**config.mk**
```make
export PLATFORM = sky130hd
export DESIGN_NAME = phys_reg_free_list
export DESIGN_NICKNAME = d
export VERILOG_FILES = /design/src/rtl/phys_reg_free_list.sv
export SDC_FILE = /design/constraint.sdc
export NUM_CORES = 1
export LEC_CHECK = 0
export ABC_CLOCK_PERIOD_IN_PS = 6150
export CORE_ASPECT_RATIO = 1.25
export CORE_MARGIN = 4
export CORE_UTILIZATION = 60
export DETAILED_ROUTE_END_ITERATION = 10
export PLACE_DENSITY = 0.8
export SLEW_MARGIN = 10
export SYNTH_ARGS = -nofsm -noshare
export SYNTH_HDL_FRONTEND = slang
export SYNTH_SLANG_ARGS = --single-unit
```
**constraint.sdc**
```tcl
create_clock -name CLK -period 6.15 [get_ports CLK]
set_clock_uncertainty 0.2 [all_clocks]
set_input_delay 1.23 -clock CLK [delete_from_list [all_inputs] [get_ports CLK]]
set_output_delay 1.23 -clock CLK [all_outputs]
set_load 0.1 [all_outputs]
```
**src/rtl/phys_reg_free_list.sv**
```systemverilog
// Circular FIFO of free physical register tags feeding dispatch, refilled by retire.
// Optional same-cycle enqueue-to-dequeue bypass when empty: define FREE_LIST_BYPASS_EN.
module phys_reg_free_list #(
  parameter int unsigned NUM_PHYS_REGS = 64,
  parameter int unsigned NUM_ARCH_REGS = 32,
  localparam int LOG_PHYS_REGS = $clog2(NUM_PHYS_REGS),
  localparam int DEPTH         = int'(NUM_PHYS_REGS - NUM_ARCH_REGS),
  localparam int PTR_W         = $clog2(DEPTH) + 1
) (
  input  logic                     CLK,
  input  logic                     nRST,
  output logic                     DUT_error,
  input  logic                     dequeue_req,
  output logic                     dequeue_valid,
  output logic [LOG_PHYS_REGS-1:0] dequeue_phys_reg_tag,
  input  logic                     enqueue_valid,
  input  logic [LOG_PHYS_REGS-1:0] enqueue_phys_reg_tag,
  output logic [PTR_W-1:0]         head_checkpoint,
  input  logic                     revert_valid,
  input  logic [PTR_W-1:0]         revert_head_checkpoint,
  output logic [PTR_W-1:0]         free_count,
  output logic                     empty,
  output logic                     full
);

  localparam int IDX_W = PTR_W - 1;

  logic [LOG_PHYS_REGS-1:0] entry_q [DEPTH];
  logic [PTR_W-1:0]         head_q, head_d;
  logic [PTR_W-1:0]         tail_q, tail_d;
  logic                     err_q, err_d;

  logic [IDX_W-1:0] head_idx, tail_idx;
  logic             enq_ok;
  logic             deq_fire;
  logic             revert_err;

  // Index wraps at DEPTH (not a power of two in general); wrap bit toggles on wrap.
  function automatic logic [PTR_W-1:0] ptr_inc(input logic [PTR_W-1:0] p);
    logic [IDX_W-1:0] idx;
    idx = p[IDX_W-1:0];
    if (idx == IDX_W'(DEPTH - 1)) begin
      ptr_inc = {~p[PTR_W-1], {IDX_W{1'b0}}};
    end else begin
      ptr_inc = {p[PTR_W-1], idx + IDX_W'(1)};
    end
  endfunction

  // a - b in the 2*DEPTH pointer space.
  function automatic int ptr_dist(input logic [PTR_W-1:0] a, input logic [PTR_W-1:0] b);
    int d;
    d = int'(a[IDX_W-1:0]) - int'(b[IDX_W-1:0]);
    if (a[PTR_W-1] != b[PTR_W-1]) d = d + DEPTH;
    if (d < 0) d = d + 2 * DEPTH;
    return d;
  endfunction

  assign head_idx = head_q[IDX_W-1:0];
  assign tail_idx = tail_q[IDX_W-1:0];

  assign empty      = (head_q == tail_q);
  assign full       = (head_idx == tail_idx) && (head_q[PTR_W-1] != tail_q[PTR_W-1]);
  assign free_count = PTR_W'(ptr_dist(tail_q, head_q));

  assign head_checkpoint = head_q;
  assign DUT_error       = err_q;

  // Full is judged on registered state only, so a same-cycle dequeue does not make room.
  assign enq_ok = enqueue_valid && !full && (enqueue_phys_reg_tag != '0);

`ifdef FREE_LIST_BYPASS_EN
  logic bypass;
  assign bypass               = empty && enq_ok && !revert_valid;
  assign dequeue_valid        = !empty || bypass;
  assign dequeue_phys_reg_tag = bypass ? enqueue_phys_reg_tag : entry_q[head_idx];
`else
  assign dequeue_valid        = !empty;
  assign dequeue_phys_reg_tag = entry_q[head_idx];
`endif

  assign deq_fire   = dequeue_req && dequeue_valid && !revert_valid;
  assign revert_err = revert_valid && (ptr_dist(tail_q, revert_head_checkpoint) > DEPTH);

  always_comb begin
    head_d = head_q;
    if (revert_valid) begin
      head_d = revert_head_checkpoint;
    end else if (deq_fire) begin
      head_d = ptr_inc(head_q);
    end
  end

  always_comb begin
    tail_d = tail_q;
    if (enq_ok) tail_d = ptr_inc(tail_q);
  end

  always_comb begin
    err_d = 1'b0;
    if (enqueue_valid && (full || (enqueue_phys_reg_tag == '0))) err_d = 1'b1;
    if (revert_err) err_d = 1'b1;
  end

  always_ff @(posedge CLK or negedge nRST) begin
    if (!nRST) begin
      head_q <= '0;
      tail_q <= {1'b1, {IDX_W{1'b0}}};
      err_q  <= 1'b0;
      for (int i = 0; i < DEPTH; i++) begin
        entry_q[i] <= LOG_PHYS_REGS'(NUM_ARCH_REGS + 32'(i));
      end
    end else begin
      head_q <= head_d;
      tail_q <= tail_d;
      err_q  <= err_d;
      if (enq_ok) entry_q[tail_idx] <= enqueue_phys_reg_tag;
    end
  end

endmodule

```
==> out/results.ini, run 1 <==
[run_status]
status=finished clean

[min_path]
min_path_cells=1
hold_class=flip-flop to flip-flop

[timing]
maxSlewHeadroom=0.248
grt_setup_unrepaired=no
setup_viol_count_final=0
final-hold-violation-count=0
drv_slew=0
period_share=0.890
period_needed_ns=5.47
worst_slew_pin_slew_ns=1.12
finalSetupTns_ns=0
fmax_mhz=183

[yosys]
synth_xor_area_frac=0.00904
synth_enable_flop_cells=0
synthArstFlopShare=1.00
synth_cell_types=47
yosysTopAreaCell=dfstp_2
ys_seq_area_frac=0.501
synth_compound_area_frac=0.0334
yosysTopAreaCellShare=0.282
synth-simple-area-share=0.0878
ys_ff_latch=205
synth_flop_cell=dfstp_2
synth.top_cells.by_area=dfstp_2, dfrtp_1, mux2_2
yosys_warnings=0
synth_top_family_by_area=multiplexers
syn_area_mm2=0.0105
syn_inst=750
synthAdderAreaFrac=0.0240
yosys-mux-area-fraction=0.324
synth_area_per_cell_um2=14.0
syn_nets=786

[critical_path]
cp_max_fo=33
critPathBufInv=2
worstPathArrival_ns=4.04
r2r_cells=6
cp-start-kind=flip-flop
rrSetupSlack_ns=2.58
cp_slowest_cell=clkdlybuf4s50_1
cp_num_cells=6
crit_required_ns=4.72
critical_path.top_delay_family=buffers and inverters
worstPathCellList=buf_4 -> mux4_2 -> mux4_2 -> nand2_1 -> nand3_1 -> clkdlybuf4s50_1
cp-end-kind=primary output
critical_path_class=flip-flop to primary output
cpPeakStageDelay_ns=0.99
cpMostUsedCell=mux4_2

[power]
peakVddDrop_uv=388
swShare=0.362
seqPwrFrac=0.408
intPower_mw=3.86
p_clk_frac=0.205
switching_power_mw=2.19
pwr-share-comb=0.386
p_per_area_mw_per_mm2=512
p_leak_nw=5.43

[route]
postRouteAntennaNets=0
drt-initial-drc-count=391
vias_per_cell=6.30
drt_pre_antenna_iters=5
via_count=6437
wire_per_inst_um=24.3
remaining_drc_errors=0
wl_mm=24.9

[cells_and_area]
fin_area_mm2=0.0118
seq_area_mm2=0.00528
drive_above_1_share=0.506
multi_input_area_mm2=0.00504
fin_nets=824
area_growth_syn_to_layout_pct=12.4
fillers=1117
antenna_cells=0

[die]
die_x_um=126
pin_count=39
die_area_mm2=0.0197
coreArea_mm2=0.0170
die_h_um=156
rows=53
initial_utilization=0.617

[grt]
antenna_found_initial=0
grt_max_degree=108
grt.total_usage=0.258
grt_pass1_vias=6953
overflow=0
grt_pass1_wl_mm=39.8

[clock_network]
numClockSinks=205
cts_max_level=1
post-cts-setup-buffers=0
hold_buffers=0
clk_latency_ns=0.49
numCtsBuffers=20
clkTransAtPathRegs_ns=0.07
ctsResizeCount=0
cts_root_buffer=clkbuf_16
cts_max_path_buffers=3
cts_tree=yes

[placement]
port_buffers=38
dpl_cell_area_mm2=0.0111
place_congestion=0.915
place_hpwl_mm=16.8

[job]
maxCapViolCount=0

cell usage after synthesis (19+ instances only):
cell / count
dfrtp_1: 92
mux2_2: 150
mux2_4: 19
mux4_2: 30
mux2_1: 24
dfstp_2: 113
nand3_1: 19
clkbuf_1: 32
a21oi_1: 22
nand2_1: 34
nand2_4: 32
mux2i_1: 49
sequential cells by signal (all words and copies together), names as in the netlist:
name	flops
entry_q	192
tail_q	6
DUT_error	1
head_checkpoint	6
final timing paths:
kind | startpoint | endpoint
hold reg to reg | entry_q[100]$_DFFE_PN0P_ | entry_q[100]$_DFFE_PN0P_
max in group asynchronous | nRST | entry_q[80]$_DFFE_PN0P_
hold / removal | entry_q[100]$_DFFE_PN0P_ | entry_q[100]$_DFFE_PN0P_
setup reg to reg | head_checkpoint[0]$_DFFE_PN0P_ | entry_q[51]$_DFFE_PN0P_
min in group asynchronous | nRST | tail_q[1]$_DFFE_PN0P_
setup / recovery | head_checkpoint[1]$_DFFE_PN0P_ | dequeue_phys_reg_tag[2]
placed cells by master (no fill, tap or decap), types with 3 or more instances in the layout:
| master | netlist | routed |
|---|---|---|
| mux2_2 | 150 | 150 |
| dfstp_2 | 113 | 113 |
| dfrtp_1 | 92 | 90 |
| mux2i_1 | 49 | 49 |
| clkdlybuf4s50_1 | 0 | 36 |
| nand2_1 | 34 | 34 |
| nand2_4 | 32 | 32 |
| mux4_2 | 30 | 30 |
| mux2_1 | 24 | 24 |
| a21oi_1 | 22 | 22 |
| clkbuf_16 | 0 | 21 |
| nand3_1 | 19 | 19 |
| mux2_4 | 19 | 19 |
| ha_1 | 17 | 17 |
| buf_4 | 0 | 17 |
| inv_1 | 14 | 14 |
| o21ai_0 | 13 | 13 |
| nor2_1 | 12 | 12 |
| a22oi_1 | 12 | 12 |
| clkbuf_1 | 32 | 9 |
| xnor2_1 | 6 | 6 |
| nor3_4 | 5 | 5 |
| and3_1 | 4 | 4 |
| nand2b_1 | 4 | 4 |
| nor3b_1 | 4 | 4 |
| clkbuf_8 | 0 | 4 |
| xor2_1 | 3 | 3 |
kinds of logic (layout without fill, tap and decap cells):
family,after synthesis,in the layout
flip-flops,205,205
adder cells (fa/ha/maj),19,19
buffers and inverters,54,106
AND/OR/NAND/NOR,132,132
AO/OA/AOI/OAI,58,58
multiplexers,272,272
XOR/XNOR,10,10
power by group through the flow:
| stage | Sequential, mW | Combinational, mW | Clock [mW] |
|---|---|---|---|
| after global placement | 2.44 | 2.22 | 0 |
| after detailed placement | 2.48 | 2.31 | 0 |
| after CTS | 2.47 | 2.33 | 1.26 |
| after global routing | 2.52 | 2.47 | 1.32 |
| final | 2.47 | 2.34 | 1.24 |
| after floorplan | 2.37 | 1.77 | 0 |
cell type report:
class,count,share of cell area
well taps,220,0.0233
flip-flops and latches,205,0.446
multi-input cells,491,0.426
clock buffers,33,0.0508
inverters,16,0.00508
clock inverters,3,0.00551
repair buffers,54,0.0425
stage by stage:
| step | cells | hold slack (ns) | power [mW] | setup slack (ns) | utilization |
|---|---|---|---|---|---|
| 6_report | 1022 | 0.289 | 6.05 | 0.679 | 0.693 |
| 5_1_grt | 1022 | 0.299 | 6.32 | 0.602 | 0.693 |
| 4_1_cts | 1022 | 0.291 | 6.05 | 0.708 | 0.693 |
| 3_5_place_dp | 986 | 0.284 | 4.79 | 1.24 | 0.654 |
| 3_3_place_gp | 986 | 0.269 | 4.66 | 1.32 | 0.654 |
| 2_1_floorplan | 750 | 0.259 | 4.14 | 0.767 | - |
layer usage:
layer | part of all wire | global-route usage
met3 | 0.057 | 0.0373
met5 | 0 | 0
met1 | 0.41 | 0.346
met4 | 0.040 | 0.105
met2 | 0.49 | 0.426
Power figures use the tool's default switching activity.
==> inputs of run 2 (changes only) <==
ABC_AREA = 1   (was unset)
PLACE_DENSITY = 0.79   (was 0.8)
==> run 2 against run 1 <==
  * Die area rose by 10%
  * Cell count up 63%
  * Synthesized cell count rose by 92%
  * Global-route usage is 1.3 points higher
  * Sequential cell count unchanged
  * Combinational power grew 10%
  * Sequential share of layout area decreased by 2.4 points
  * Total power is 4.2% higher
  * Largest power group is now combinational logic
  * Utilization fell by 3.3 points
==> out/results.ini, run 2 <==
[critical_path]
cp-end-kind=primary output  ; unchanged
critical_path_class=flip-flop to primary output  ; unchanged
rrSetupSlack_ns=2.64  ; was 2.58 ns
cp-start-kind=flip-flop  ; unchanged
worstPathArrival_ns=3.49  ; was 4.04 ns
cp_max_fo=16  ; was 33
crit_required_ns=4.72  ; about the same

[timing]
maxSlewHeadroom=0.314  ; was 0.248
fmax_mhz=203  ; was 183 MHz
finalSetupTns_ns=0  ; unchanged
setup_viol_count_final=0  ; unchanged
drv_slew=0  ; unchanged
final-hold-violation-count=0  ; unchanged
whs_ns=0.273  ; was 0.289 ns
worst_slew_pin_slew_ns=1.03  ; was 1.12 ns
period_share=0.800  ; was 0.890
period_needed_ns=4.92  ; was 5.47 ns
grt_setup_unrepaired=no  ; unchanged

[die]
pin_count=39  ; unchanged
rows=56  ; was 53
die_area_mm2=0.0217  ; was 0.0197 mm²
die_h_um=164  ; was 156 µm
initial_utilization=0.616  ; was 0.617
die_x_um=133  ; was 126 µm
coreArea_mm2=0.0189  ; was 0.0170 mm²

[cells_and_area]
area_growth_syn_to_layout_pct=7.08  ; was 12.4%
fillers=1593  ; was 1117
fin_nets=1455  ; was 824
layout_common_cells=nand2_1, inv_1, nand3_1, o21ai_1, dfstp_2  ; was mux2_2, dfstp_2, dfrtp_1, mux2i_1, clkdlybuf4s50_1
top_register=entry_q  ; unchanged
drive_above_1_share=0.183  ; was 0.506
final_common_cell=nand2_1  ; was mux2_2
largest_reg_flops=192  ; unchanged
final_cells=1667  ; was 1022
antenna_cells=0  ; unchanged

[clock_network]
numClockSinks=205  ; unchanged
cts_max_level=1  ; unchanged
cts_max_path_buffers=3  ; unchanged
clk_latency_ns=0.49  ; about the same
hold_buffers=0  ; unchanged
cts_tree=yes  ; unchanged
cts_root_buffer=clkbuf_16  ; unchanged
clkTransAtPathRegs_ns=0.06  ; was 0.07 ns
numCtsBuffers=22  ; was 20
post-cts-setup-buffers=0  ; unchanged
ctsResizeCount=0  ; unchanged

[route]
via_count=9349  ; was 6437
drt_pre_antenna_iters=7  ; was 5
wl_mm=28.9  ; was 24.9 mm
drt-initial-drc-count=783  ; was 391
postRouteAntennaNets=0  ; unchanged
remaining_drc_errors=0  ; unchanged
wire_per_inst_um=17.3  ; was 24.3 µm
vias_per_cell=5.61  ; was 6.30

[grt]
grt_pass1_wl_mm=47.6  ; was 39.8 mm
grt_max_degree=107  ; was 108
grt_pass1_vias=9055  ; was 6953
overflow=0  ; unchanged
grt.total_usage=0.271  ; was 0.258
antenna_found_initial=0  ; unchanged

[yosys]
yosysTopAreaCell=dfstp_2  ; unchanged
synthArstFlopShare=1.00  ; unchanged
ys_seq_area_frac=0.452  ; was 0.501
synth_cell_types=36  ; was 47
yosysTopAreaCellShare=0.255  ; was 0.282
syn_nets=1476  ; was 786
synth_flop_cell=dfstp_2  ; unchanged
syn_area_mm2=0.0117  ; was 0.0105 mm²
syn_inst=1440  ; was 750
synth_enable_flop_cells=0  ; unchanged
yosys-top-cells-count=nand2_1, inv_1, nand3_1  ; was mux2_2, dfstp_2, dfrtp_1
synth_area_per_cell_um2=8.10  ; was 14.0 µm²
post-synth-top-count-cell=nand2_1  ; was mux2_2
ys_ff_latch=205  ; unchanged
synth.top_cells.by_area=dfstp_2, dfrtp_1, nand2_1  ; was dfstp_2, dfrtp_1, mux2_2
yosys_warnings=0  ; unchanged

[job]
maxCapViolCount=0  ; unchanged

[power]
p_per_area_mw_per_mm2=505  ; was 512 mW/mm²
p_leak_nw=5.50  ; was 5.43 nW
power_mw=6.30  ; was 6.05 mW
peakVddDrop_uv=421  ; was 388 µV

[placement]
place_congestion=0.907  ; was 0.915
port_buffers=38  ; unchanged
place_hpwl_mm=18.3  ; was 16.8 mm
dp.cells=1627  ; was 986

[run_status]
status=finished clean  ; unchanged

[min_path]
hold_class=flip-flop to flip-flop  ; unchanged

## run 2: cell types whose count changed in the layout (fill, tap and decap cells not counted), sizes merged, moves of 9 or more
cell           delta
nand2           +439
buf               +9
a22oi            -12
mux4             -30
o21ai           +197
nand4            +32
mux2            -193
clkdlybuf4s50    -10
nand3           +115
mux2i            -49
nor2             +42
inv             +124
## run 2: layout make-up
| class | count | area (µm²) | share of cell area |
|---|---|---|---|
| Inverter | 143 | 537 | 0.0430 |
| Multi-Input combinational cell | 994 | 5170 | 0.414 |
| Clock inverter | 6 | 61.3 | 0.00491 |
| Tap cell | 232 | 290 | 0.0232 |
| Timing Repair Buffer | 53 | 479 | 0.0384 |
| Sequential cell | 205 | 5280 | 0.423 |
| Clock buffer | 34 | 667 | 0.0534 |
## run 2: worst paths after layout
| path | start | endpoint | depth (start not counted) |
|---|---|---|---|
| worst max register to register | head_checkpoint[2]$_DFFE_PN0P_ | entry_q[19]$_DFFE_PN0P_ | 7 |
| min in group asynchronous | nRST | entry_q[6]$_DFFE_PN0P_ | 1 |
| worst min register to register | entry_q[89]$_DFFE_PN1P_ | entry_q[89]$_DFFE_PN1P_ | 2 |
| worst max-delay path | head_checkpoint[2]$_DFFE_PN0P_ | free_count[5] | 7 |
| max in group asynchronous | nRST | head_checkpoint[0]$_DFFE_PN0P_ | 2 |
| worst min-delay path | entry_q[89]$_DFFE_PN1P_ | entry_q[89]$_DFFE_PN1P_ | 2 |
## run 2: routing by layer
metal / global-route usage / share of wire
met5: 0 / 0
met4: 0.101 / 0.036
met3: 0.0254 / 0.047
met2: 0.469 / 0.49
met1: 0.357 / 0.42
## run 2: cell families (layout without fill, tap and decap cells)
logic type / count (synthesis) / after routing / synth area share
xor gates and xnor gates: 8 / 8 / 0.00665
buffers and inverters: 241 / 236 / 0.105
DFF: 205 / 205 / 0.452
AOI/OAI and AO/OA: 237 / 237 / 0.120
and+or+nand+nor: 730 / 730 / 0.295
adders and majority gates: 19 / 19 / 0.0217
## run 2: worst max-delay path, stage by stage (launching register included)
cell and delay, ns:
dfrtp_1 0.73, clkinv_1 0.19, ha_1 0.40, a21o_2 0.22, nand2_1 0.05, nand3_1 0.09
xor2_1 0.15, clkdlybuf4s50_1 1.16
## run 2: per-stage QoR
stage	cell area, µm²	utilization	setup WS [ns]
2_1_floorplan	11700	-	0.871
3_3_place_gp	11800	0.621	1.81
3_5_place_dp	11800	0.621	1.76
4_1_cts	12500	0.660	1.24
5_1_grt	12500	0.660	1.08
6_report	12500	0.660	1.23
## run 2: power breakdown
part | switching (mW) | internal, mW | total (mW)
Sequential | 0.348 | 2.04 | 2.39
Combinational | 1.80 | 0.786 | 2.58
Clock | 0.543 | 0.790 | 1.33
Total | 2.69 | 3.62 | 6.30
==> inputs of run 3 (changes only) <==
ABC_CLOCK_PERIOD_IN_PS = 4400   (was 6150)
CORE_UTILIZATION = 56   (was 60)
PLACE_DENSITY = 0.78   (was 0.79)
clock period = 4.4 ns   (was 6.15 ns; I/O delays follow)
==> run 3 against run 2 <==
  * Sequential cell count stayed put
  * Largest cell class unchanged
  * Clock power up 50%
  * Critical path depth is the same
  * Combinational power grew 52%
  * Critical endpoint is now free_count[4]
  * Register-to-register slack worse by 1.6 ns
  * Largest power group unchanged
  * Global-route usage is 1.7 points lower
  * Utilization decreased by 3.0 points
==> out/results.ini, run 3 (synthesized netlist as in run 2, its figures left out) <==
[critical_path]
r2r_cells=9  ; was 7
timing.rr.start=head_checkpoint[1]$_DFFE_PN0P_  ; was head_checkpoint[2]$_DFFE_PN0P_
worstPathArrival_ns=2.87  ; was 3.49 ns
cp-end-kind=primary output  ; unchanged
cp_max_fo=17  ; was 16
critical_path_class=flip-flop to primary output  ; unchanged
cp_num_cells=7  ; unchanged
crit_required_ns=3.32  ; was 4.72 ns
critical_path.top_delay_family=buffers and inverters  ; unchanged
cpPeakStageDelay_ns=0.57  ; was 1.16 ns
cp-start-kind=flip-flop  ; unchanged
critPathBufInv=2  ; unchanged
reg2reg_to=entry_q[63]$_DFFE_PN0P_  ; was entry_q[19]$_DFFE_PN0P_
rrSetupSlack_ns=1.05  ; was 2.64 ns
worstPathCellList=clkinv_1 -> ha_1 -> nand2_1 -> nor2_1 -> a211oi_1 -> xor2_2 -> buf_12  ; was clkinv_1 -> ha_1 -> a21o_2 -> nand2_1 -> nand3_1 -> xor2_1 -> clkdlybuf4s50_1
cp_slowest_cell=ha_1  ; was clkdlybuf4s50_1

[cells_and_area]
final_common_cell=nand2_1  ; unchanged
top_register=entry_q  ; unchanged
drive_above_1_share=0.196  ; was 0.183
final_cells=1711  ; was 1667
fin_nets=1461  ; was 1455
area_growth_syn_to_layout_pct=9.72  ; was 7.08%
antenna_cells=0  ; unchanged
largest_reg_flops=192  ; unchanged
layout_common_cells=nand2_1, inv_1, nand3_1, o21ai_1, dfstp_2  ; unchanged
post-route-util=0.630  ; was 0.660

[power]
p_leak_nw=5.61  ; was 5.50 nW
p_per_area_mw_per_mm2=720  ; was 505 mW/mm²
power_mw=9.21  ; was 6.30 mW
peakVddDrop_uv=572  ; was 421 µV

[clock_network]
numCtsBuffers=23  ; was 22
cts_tree=yes  ; unchanged
cts_max_level=1  ; unchanged
clk_latency_ns=0.50  ; was 0.49 ns
cts_max_path_buffers=3  ; unchanged
cts_root_buffer=clkbuf_16  ; unchanged
numClockSinks=205  ; unchanged
clkTransAtPathRegs_ns=0.06  ; about the same
post-cts-setup-buffers=0  ; unchanged
hold_buffers=0  ; unchanged
ctsResizeCount=0  ; unchanged

[run_status]
status=finished clean  ; unchanged

[placement]
dp.cells=1670  ; was 1627
place_hpwl_mm=18.6  ; was 18.3 mm
place_congestion=0.891  ; was 0.907
port_buffers=38  ; unchanged

[route]
wl_mm=28.8  ; was 28.9 mm
postRouteAntennaNets=0  ; unchanged
via_count=9430  ; was 9349
drt_pre_antenna_iters=7  ; unchanged
vias_per_cell=5.51  ; was 5.61
remaining_drc_errors=0  ; unchanged
drt-initial-drc-count=773  ; was 783
wire_per_inst_um=16.9  ; was 17.3 µm

[min_path]
hp-start=entry_q[53]$_DFFE_PN1P_  ; was entry_q[89]$_DFFE_PN1P_
min_to=entry_q[53]$_DFFE_PN1P_  ; was entry_q[89]$_DFFE_PN1P_
min_path_cells=2  ; unchanged
hold_class=flip-flop to flip-flop  ; unchanged

[grt]
grt_pass1_wl_mm=47.1  ; was 47.6 mm
antenna_found_initial=0  ; unchanged
grt_max_degree=103  ; was 107
grt_pass1_vias=9065  ; was 9055
grt.total_usage=0.254  ; was 0.271
overflow=0  ; unchanged

[die]
die_area_mm2=0.0232  ; was 0.0217 mm²
initial_utilization=0.574  ; was 0.616
die_h_um=169  ; was 164 µm
pin_count=39  ; unchanged
coreArea_mm2=0.0203  ; was 0.0189 mm²
rows=58  ; was 56
die_x_um=137  ; was 133 µm

[timing]
drv_slew=0  ; unchanged
fmax_mhz=253
grt_setup_unrepaired=no  ; unchanged
whs_ns=0.271  ; was 0.273 ns
period_share=0.897
final-hold-violation-count=0  ; unchanged
worst_slew_pin_slew_ns=0.987  ; was 1.03 ns
period_needed_ns=3.95
maxSlewHeadroom=0.340  ; was 0.314
setup_viol_count_final=0  ; unchanged

[job]
maxCapViolCount=0  ; unchanged

run 3: layout make-up:
| cell class | count | area, µm² |
|---|---|---|
| well taps | 270 | 338 |
| flip-flops and latches | 205 | 5280 |
| clock buffers | 32 | 659 |
| repair buffers | 58 | 649 |
| multi-input cells | 994 | 5210 |
| inverters | 143 | 541 |
| fillers | 1745 | 7530 |
| clock inverters | 9 | 123 |
run 3: tightest hold or removal path: stages, from the launching register on:
cell and delay (ns):
dfstp_2 0.37, nand2_1 0.05, o21ai_1 0.05
run 3: worst max path at each step:
| stage | startpoint | slack [ns] | endpoint |
|---|---|---|---|
| floorplan | head_checkpoint[2]$_DFFE_PN0P_ | -0.1 | free_count[4] |
| global placement | head_checkpoint[2]$_DFFE_PN0P_ | 1.05 | free_count[4] |
| detailed placement | head_checkpoint[2]$_DFFE_PN0P_ | 0.98 | free_count[4] |
| CTS | head_checkpoint[2]$_DFFE_PN0P_ | 0.47 | free_count[4] |
| global route | head_checkpoint[0]$_DFFE_PN0P_ | 0.28 | dequeue_phys_reg_tag[1] |
| finish | head_checkpoint[2]$_DFFE_PN0P_ | 0.45 | free_count[4] |
run 3: report_power, final:
group          internal [mW]  switching, mW  total [mW]
logic                   1.30           2.60        3.91
registers               2.85          0.451        3.30
clock network           1.22          0.780        2.00
total                   5.37           3.83        9.21
run 3: metal layers:
layer	vias up	share of wire	wire, µm	track usage
met5	-	0	0	0
li1	4592	-	-	-
met3	67	0.060	1720	0.0371
met1	4487	0.42	12000	0.335
met2	284	0.49	14100	0.429
met4	0	0.035	1020	0.0885
run 3: metrics by stage:
| step | setup WS [ns] | setup TNS (ns) | instance area, µm² |
|---|---|---|---|
| after floorplan | -0.0971 | -0.0971 | 11700 |
| after global routing | 0.279 | 0 | 12800 |
| after global placement | 1.05 | 0 | 12000 |
| after detailed placement | 0.983 | 0 | 12000 |
| after CTS | 0.466 | 0 | 12800 |
| final | 0.454 | 0 | 12800 |
